## src/rtl/twos_decode.sv

```systemverilog
// Bit-serial two's-complement to sign-magnitude converter, one word per handshake.
// Latency: out_valid rises W cycles after the accept edge; next accept at least W+2 cycles later.
// Backpressure: result held frozen in DONE until out_ready; in_ready low outside IDLE.
module twos_decode #(
    parameter int W = 12
) (
    input  logic         t_clk,
    input  logic         t_rst,
    input  logic         in_valid,
    output logic         in_ready,
    input  logic [W-1:0] in_data,
    output logic         out_valid,
    input  logic         out_ready,
    output logic         out_sign,
    output logic [W-1:0] out_mag,
    output logic         busy
);

    localparam int CW = (W > 2) ? $clog2(W) : 1;
    localparam logic [CW-1:0] LAST_CNT = CW'(W - 1);

    typedef enum logic [1:0] {
        S_IDLE  = 2'd0,
        S_SHIFT = 2'd1,
        S_DONE  = 2'd2
    } state_t;

    state_t          state_q;
    logic [W-1:0]    src_q;
    logic [W-1:0]    mag_q;
    logic [CW-1:0]   cnt_q;
    logic            seen_q;
    logic            sign_q;
    logic            valid_q;

    logic            bit_b;
    logic            bit_m;
    logic [W-1:0]    src_d;
    logic [W-1:0]    mag_d;
    logic [CW-1:0]   cnt_d;
    logic            seen_d;

    // One serial step: copy bits up to the first 1 of a negative word, invert the rest.
    always_comb begin
        bit_b  = src_q[0];
        bit_m  = (sign_q & seen_q) ? ~bit_b : bit_b;
        src_d  = {1'b0, src_q[W-1:1]};
        mag_d  = {bit_m, mag_q[W-1:1]};
        cnt_d  = cnt_q + 1'b1;
        seen_d = seen_q | bit_b;
    end

    // Control FSM with all datapath and output registers.
    always_ff @(posedge t_clk or posedge t_rst) begin
        if (t_rst) begin
            state_q <= S_IDLE;
            src_q   <= '0;
            mag_q   <= '0;
            cnt_q   <= '0;
            seen_q  <= 1'b0;
            sign_q  <= 1'b0;
            valid_q <= 1'b0;
        end else begin
            case (state_q)
                S_IDLE: begin
                    // in_ready is high throughout IDLE, so in_valid alone is the accept.
                    if (in_valid) begin
                        src_q   <= in_data;
                        sign_q  <= in_data[W-1];
                        seen_q  <= 1'b0;
                        cnt_q   <= '0;
                        mag_q   <= '0;
                        state_q <= S_SHIFT;
                    end
                end
                S_SHIFT: begin
                    src_q  <= src_d;
                    mag_q  <= mag_d;
                    seen_q <= seen_d;
                    cnt_q  <= cnt_d;
                    if (cnt_q == LAST_CNT) begin
                        state_q <= S_DONE;
                        valid_q <= 1'b1;
                    end
                end
                S_DONE: begin
                    // Result stays frozen; no new accept in the release cycle.
                    if (out_ready) begin
                        state_q <= S_IDLE;
                        valid_q <= 1'b0;
                    end
                end
                default: begin
                    state_q <= S_IDLE;
                    valid_q <= 1'b0;
                end
            endcase
        end
    end

    // Handshake status is decoded from state only; no input reaches an output combinationally.
    always_comb begin
        in_ready = (state_q == S_IDLE);
        busy     = (state_q != S_IDLE);
    end

    assign out_valid = valid_q;
    assign out_sign  = sign_q;
    assign out_mag   = mag_q;

endmodule

```

## config.mk

```make
export PLATFORM = sky130hd
export DESIGN_NAME = twos_decode
export DESIGN_NICKNAME = d
export VERILOG_FILES = /design/src/rtl/twos_decode.sv
export SDC_FILE = /design/constraint.sdc
export NUM_CORES = 1
export LEC_CHECK = 0
export BUFFER_PORTS_ARGS = -buffer_cell sky130_fd_sc_hd__buf_2
export CORE_MARGIN = 5
export CORE_UTILIZATION = 44
export CTS_CLUSTER_DIAMETER = 40
export DETAILED_ROUTE_END_ITERATION = 12
export MAX_ROUTING_LAYER = met4
export PLACE_DENSITY_LB_ADDON = 0.2
export SLEW_MARGIN = 20
export SYNTH_ARGS = -nofsm -noshare
export SYNTH_HDL_FRONTEND = slang
export SYNTH_SLANG_ARGS = --single-unit
export TNS_END_PERCENT = 10
```

## constraint.sdc

```tcl
create_clock -name t_clk -period 3.5 [get_ports t_clk]
set_clock_uncertainty 0.05 [all_clocks]
set_input_delay 0.525 -clock t_clk [delete_from_list [all_inputs] [get_ports t_clk]]
set_output_delay 0.525 -clock t_clk [all_outputs]
set_load 0.03 [all_outputs]
```

==> key figures, run 1 <==
Status
  • Status: finished clean

Global routing
  • Remaining global-route overflow: 0
  • Vias in the first global route: 1089
  • Initial antenna violation count: 0
  • Total track usage: 0.1554
  • First-pass GRT wire length: ~5000 um
  • Largest net degree at the start of global routing: 34

STA
  • RSZ-0062 raised after global routing: no
  • Min Hold Slack: between 0.2 and 0.25 ns
  • # setup viols final: 0
  • Slew margin rel.: 0.3418
  • Period utilisation layout: 0.5543
  • TNS Setup: 0 ns
  • Slew Limit Fails: 0
  • Max Clock Freq: 0.5155 GHz
  • Worst Max-Slew Pin Slew: 0.9829 ns
  • Final hold violation count: 0
  • Post-layout min period: around 1.9 ns

Yosys
  • Syn Area/Cell: 9.601 um2
  • Sequential area share after synthesis: 0.5851
  • Post-Syn Instances: 147
  • Synthesized flop and latch total: 33
  • Synth area leaders: dfrtp_1 (59%), nand2_1 (8.5%), nand3_1 (5.7%)
  • Synth top area share: 0.5851
  • Mapped Nets: about 160
  • Leading area contributor after synthesis: dfrtp_1
  • Synth warnings: 0
  • Post-synth cell types: 25
  • Synthesized area: 0.001411 mm2

Setup path
  • Worst path max stage delay: roughly 0.47 ns
  • RR Startpoint: state_q[0]
  • CP arrival: 1.36 ns
  • Worst r2r dst: cnt_q[3]
  • Nature of the critical path endpoint: output pin
  • Family with the most delay on the worst path: flip-flops
  • Critical-path top delay cell: dfrtp_1
  • Worst setup SP type: register
  • Cell depth of the worst flop-to-flop path: 3
  • Setup CP Type: reg -> out
  • Critical Path RT: about 3 ns
  • CP Buf/Inv Count: 2
  • R2R setup slack: 1.65 ns
  • CP Max Fanout: 8
  • Critical-path cell list: or2_2 > inv_1 > buf_2

Die
  • Chip width: 66.64 um
  • Std cell rows: 20
  • Die area: 0.004440 mm2
  • # IOs: 32
  • Overall die height: between 60 and 70 um
  • Core area: 0.003053 mm2
  • Initial Util: 0.4623

Clocking
  • Clk sinks: 33
  • # resized after CTS: 0
  • Post-CTS Setup Bufs: 0
  • H-tree levels: 2
  • Clock buffer count from CTS: 5
  • Clk_lat worst skew: ~0.34 ns
  • TritonCTS clock tree: built
  • Maximum clock path buffer count: 2
  • Worst-path clk slew: 0.10 ns
  • CTS Hold Bufs: 0
  • CTS root buffer: clkbuf_4

Drt
  • Post-route ant nets: 0
  • Via-per-instance ratio: 5.036
  • Drt total wl: 2945 um
  • Number of detailed-route iterations in the first pass: 4
  • Drc violations: 0
  • Vias post-DR: 1108
  • WL per Instance: 13.39 um
  • Drt first-iter violations: 62

Cells and area
  • Layout area overhead: 15.34%
  • Layout cells sized above 1: 0.2500
  • Nets: 193
  • FILL cells: 298
  • Sequential Area: 825.8 um2
  • Most common cell after layout, fill and taps aside: dfrtp_1
  • Highest-count cells in the layout ignoring fill and taps: dfrtp_1 (33), nand2_1 (32), buf_2 (31), nand3_1 (16), nor2_1 (13)
  • ANT cells: 0
  • Multi-input logic area: 521.8 um2

Run
  • # Max-Cap Violations: 0

Placement
  • # port buffers: 31
  • HPWL after DPL: 1899 um
  • GPL Wtd Cong: between 0.7 and 0.8

Power
  • Peak supply drop: 0.3293 mV
  • Static Leakage: 0.8304 nW
  • Pwr/cell area: 971.9 mW/mm2

Min path
  • HP Class: in -> async
-- final cells by class --
type,count,area share
Tap cell,44,0.03382
Inverter,2,0.004612
Clock buffer,7,0.03382
Timing Repair Buffer,32,0.09992
Multi-Input combinational cell,102,0.3205
Sequential cell,33,0.5073
-- power by group --
| part | switching [W] | internal, W | total, W | leakage (nW) |
|---|---|---|---|---|
| sequential | 0.000123 | 0.000553 | 0.000676 | 0.405 |
| combinational | 0.000456 | 0.000231 | 0.000686 | 0.394 |
| clock | 0.000125 | 0.0000947 | 0.000219 | 0.0314 |
-- metrics by stage --
| step | setup WS (ns) | std cells | area [um2] | utilization | total power, W |
|---|---|---|---|---|---|
| floorplan | 1.870 | 147 | 1411 | - | 0.001220 |
| detailed placement | 1.629 | 213 | 1570 | 0.5143 | 0.001372 |
| CTS | 1.556 | 220 | 1625 | 0.5324 | 0.001592 |
| finish | 1.560 | 220 | 1628 | 0.5332 | 0.001582 |
| global placement | 1.705 | 213 | 1570 | 0.5143 | 0.001349 |
| global route | 1.492 | 220 | 1628 | 0.5332 | 0.001709 |
-- synth_stat cells, drive strengths merged --
| library cell | n |
|---|---|
| or3b | 1 |
| nand3b | 1 |
| nor2 | 13 |
| a21o | 2 |
| o22ai | 11 |
| nand2b | 1 |
| ha | 1 |
| a21oi | 1 |
| o21ai | 5 |
| or2 | 1 |
| mux2i | 1 |
| buf | 10 |
| inv | 2 |
| xor2 | 1 |
| nor3b | 1 |
| nand2 | 32 |
| nor2b | 1 |
| nor3 | 12 |
| dfrtp | 33 |
| nand3 | 16 |
| nand4 | 1 |
-- state kept, by name, summed over array words and instances (netlist names) --
register / count
out_valid: 1
src_q: 12
state_q: 2
seen_q: 1
cnt_q: 4
out_sign: 1
out_mag: 12
-- worst reg2reg max path: stages, from the launching register on --
cell,delay [ns]
dfrtp_1,0.48
nor2b_2,0.85
nand4_1,0.22
mux2i_1,0.16
-- routing by layer --
layer | wire length [um] | global-route usage | part of all wire
met4 | 51 | 0.06091 | 0.017
met2 | 1320 | 0.2277 | 0.45
met3 | 167 | 0.05902 | 0.057
met5 | 0 | - | 0
met1 | 1405 | 0.1942 | 0.48
-- logic make-up after synthesis --
family | synth area share
AND/OR/NAND/NOR | 0.2589
adder cells (fa/ha/maj) | 0.008864
flip-flops | 0.5851
multiplexers | 0.007092
buffers and inverters | 0.04875
XOR/XNOR | 0.006207
AO/OA/AOI/OAI | 0.08510
-- worst max path at each step --
stage                     cells after the start         end       start  slack [ns]
final                                         3    in_ready  state_q[0]        1.56
after floorplan                               2    in_ready  state_q[0]        1.87
after global placement                        3    cnt_q[3]  state_q[0]        1.71
after global routing                          3    in_ready  state_q[0]        1.49
after detailed placement                      3  state_q[1]  state_q[1]        1.63
after CTS                                     3    in_ready  state_q[0]        1.56
Note: power is estimated with default switching activity, not from simulation.
==> inputs of run 2 (changes only) <==
--- a/config.mk
+++ b/config.mk
@@ -5,6 +5,7 @@
 export SDC_FILE = /design/constraint.sdc
 export NUM_CORES = 1
 export LEC_CHECK = 0
+export ABC_AREA = 1
 export BUFFER_PORTS_ARGS = -buffer_cell sky130_fd_sc_hd__buf_2
 export CORE_MARGIN = 5
 export CORE_UTILIZATION = 44
==> constraint.sdc (replaced) <==
create_clock -name t_clk -period 1.7 [get_ports t_clk]
set_clock_uncertainty 0.05 [all_clocks]
set_input_delay 0.255 -clock t_clk [delete_from_list [all_inputs] [get_ports t_clk]]
set_output_delay 0.255 -clock t_clk [all_outputs]
set_load 0.03 [all_outputs]
==> key figures, run 2 <==
Yosys
  • Post-synth cell types: 18
  • Synth cell count leaders: nand2_1 (105), dfrtp_1 (33), nand3_1 (16), o21ai_0 (6), inv_1 (5)
  • Primary FF master, synth: dfrtp_1
  • Sequential area share after synthesis: 0.5514
  • Mapped Nets: 204
  • Synth top area share: 0.5514
  • Syn Area/Cell: about 8 um2
  • Synthesized flop and latch total: 33
  • Synthesized area: 0.001498 mm2
  • Synth warnings: 0
  • Async SR Flop Fraction: 1.000
  • Synth area leaders: dfrtp_1 (55%), nand2_1 (26%), nand3_1 (5.3%)
  • Post-Syn Instances: 187
  • Cell with the most instances after synthesis: nand2_1
  • Leading area contributor after synthesis: dfrtp_1
  • EDFF count, synth: 0

Placement
  • GPL Wtd Cong: 0.8173
  • HPWL after DPL: 2252 um
  • # port buffers: 31

Run
  • # Max-Cap Violations: 0

Setup path
  • Critical Path RT: 1.39 ns
  • CP arrival: 1.23 ns
  • Worst setup SP type: register
  • Nature of the critical path endpoint: output pin
  • CP Max Fanout: 11
  • Setup CP Type: reg -> out

STA
  • TNS Setup: 0 ns
  • # setup viols final: 0
  • Period utilisation layout: 0.9000
  • Worst Max-Slew Pin Slew: a little over 0.4 ns
  • Min Hold Slack: between 0.09 and 0.1 ns
  • RSZ-0062 raised after global routing: no
  • Max Clock Freq: 0.6536 GHz
  • Slew margin rel.: 0.7284
  • Slew Limit Fails: 0
  • Post-layout min period: ~1.5 ns
  • Final hold violation count: 0

Cells and area
  • Most common cell after layout, fill and taps aside: nand2_1
  • Layout area overhead: 17.38%
  • ANT cells: 0
  • Nets: 240
  • Layout cells sized above 1: 0.2188
  • Highest-count cells in the layout ignoring fill and taps: nand2_1 (105), dfrtp_1 (32), buf_2 (31), nand3_1 (16), o21ai_0 (6)

Clocking
  • TritonCTS clock tree: built
  • Clock buffer count from CTS: 5
  • Post-CTS Setup Bufs: 0
  • Clk_lat worst skew: 0.32 ns
  • Worst-path clk slew: about 0.09 ns
  • CTS root buffer: clkbuf_4
  • Maximum clock path buffer count: 2
  • Clk sinks: 33
  • H-tree levels: 2

Global routing
  • Total track usage: 0.1708
  • Initial antenna violation count: 0
  • Vias in the first global route: around 1300
  • First-pass GRT wire length: 5706 um
  • Remaining global-route overflow: 0
  • Largest net degree at the start of global routing: 34

Drt
  • Drc violations: 0
  • Drt first-iter violations: 38
  • Drt total wl: 3169 um
  • WL per Instance: 11.74 um
  • Number of detailed-route iterations in the first pass: 4
  • Vias post-DR: 1261
  • Via-per-instance ratio: 4.670
  • Post-route ant nets: 0

Die
  • Overall die height: 68.34 um
  • Chip width: a little under 70 um
  • Initial Util: 0.4524
  • Die area: 0.004670 mm2
  • Std cell rows: 21
  • Core area: 0.003311 mm2
  • # IOs: 32

Power
  • Peak supply drop: 0.8065 mV
  • Static Leakage: roughly 1.0 nW
  • Pwr/cell area: 1844 mW/mm2
  • Tot Pwr: 0.003241 W

Status
  • Status: finished clean

Min path
  • HP Class: in -> reg
run 2: metrics by stage:
step / setup WS, ns / instances / util / cell area, um2
2_1_floorplan: 0.08969 / 187 / - / 1498
3_3_place_gp: 0.3671 / 261 / 0.5106 / 1690
3_5_place_dp: 0.3402 / 261 / 0.5106 / 1690
4_1_cts: 0.04944 / 270 / 0.5291 / 1752
5_1_grt: 0.06375 / 270 / 0.5310 / 1758
6_report: 0.1699 / 270 / 0.5310 / 1758
run 2: timing repair:
action,in CTS,in global routing
hold endpoints to repair,33,0
endpoints found under the setup margin,2,2
gates resized for setup,1,2
cloned,0,0
hold buffers,1,0
run 2: metal layers:
layer	GRT usage	vias to the layer above	routed length, um
li1	-	653	-
met1	0.2176	583	1509
met2	0.2587	23	1500
met3	0.05911	2	142
met4	0.04715	0	17
met5	-	-	0
run 2: kinds of logic after synthesis:
| family | Yosys count | synth area share |
|---|---|---|
| fa+ha+maj | 1 | 0.008353 |
| simple gates | 126 | 0.3342 |
| buf+inv | 16 | 0.05848 |
| flops | 33 | 0.5514 |
| compound gates | 11 | 0.04763 |
run 2: critical path, cell delays in order, from the launching register on:
cell,delay [ns]
dfrtp_2,0.52
nor2_4,0.17
inv_1,0.05
buf_2,0.17
run 2: final timing paths:
path                             from         end  slack [ns]  cells past startpoint
setup / recovery           state_q[0]        busy        0.17                      3
hold / removal              out_ready  state_q[1]         0.1                      2
setup reg to reg           state_q[1]   out_valid        0.27                      5
hold reg to reg              src_q[5]    src_q[5]        0.44                      2
max in group asynchronous       t_rst  state_q[0]        0.79                      4
min in group asynchronous       t_rst   src_q[10]        0.50                      4
run 2: report_power, final:
group | switching, W | internal, W
Sequential | 0.000273 | 0.00112
Clock | 0.000243 | 0.000165
Combinational | 0.000961 | 0.000481
run 2: final cells by class:
cell class                      count  area, um2
Tap cell                           46      57.56
Inverter                            8      30.03
Timing Repair Buffer               37      202.7
Fill cell                         343       1553
Multi-Input combinational cell    138      591.8
Sequential cell                    33      827.0
Clock buffer                        8      48.80
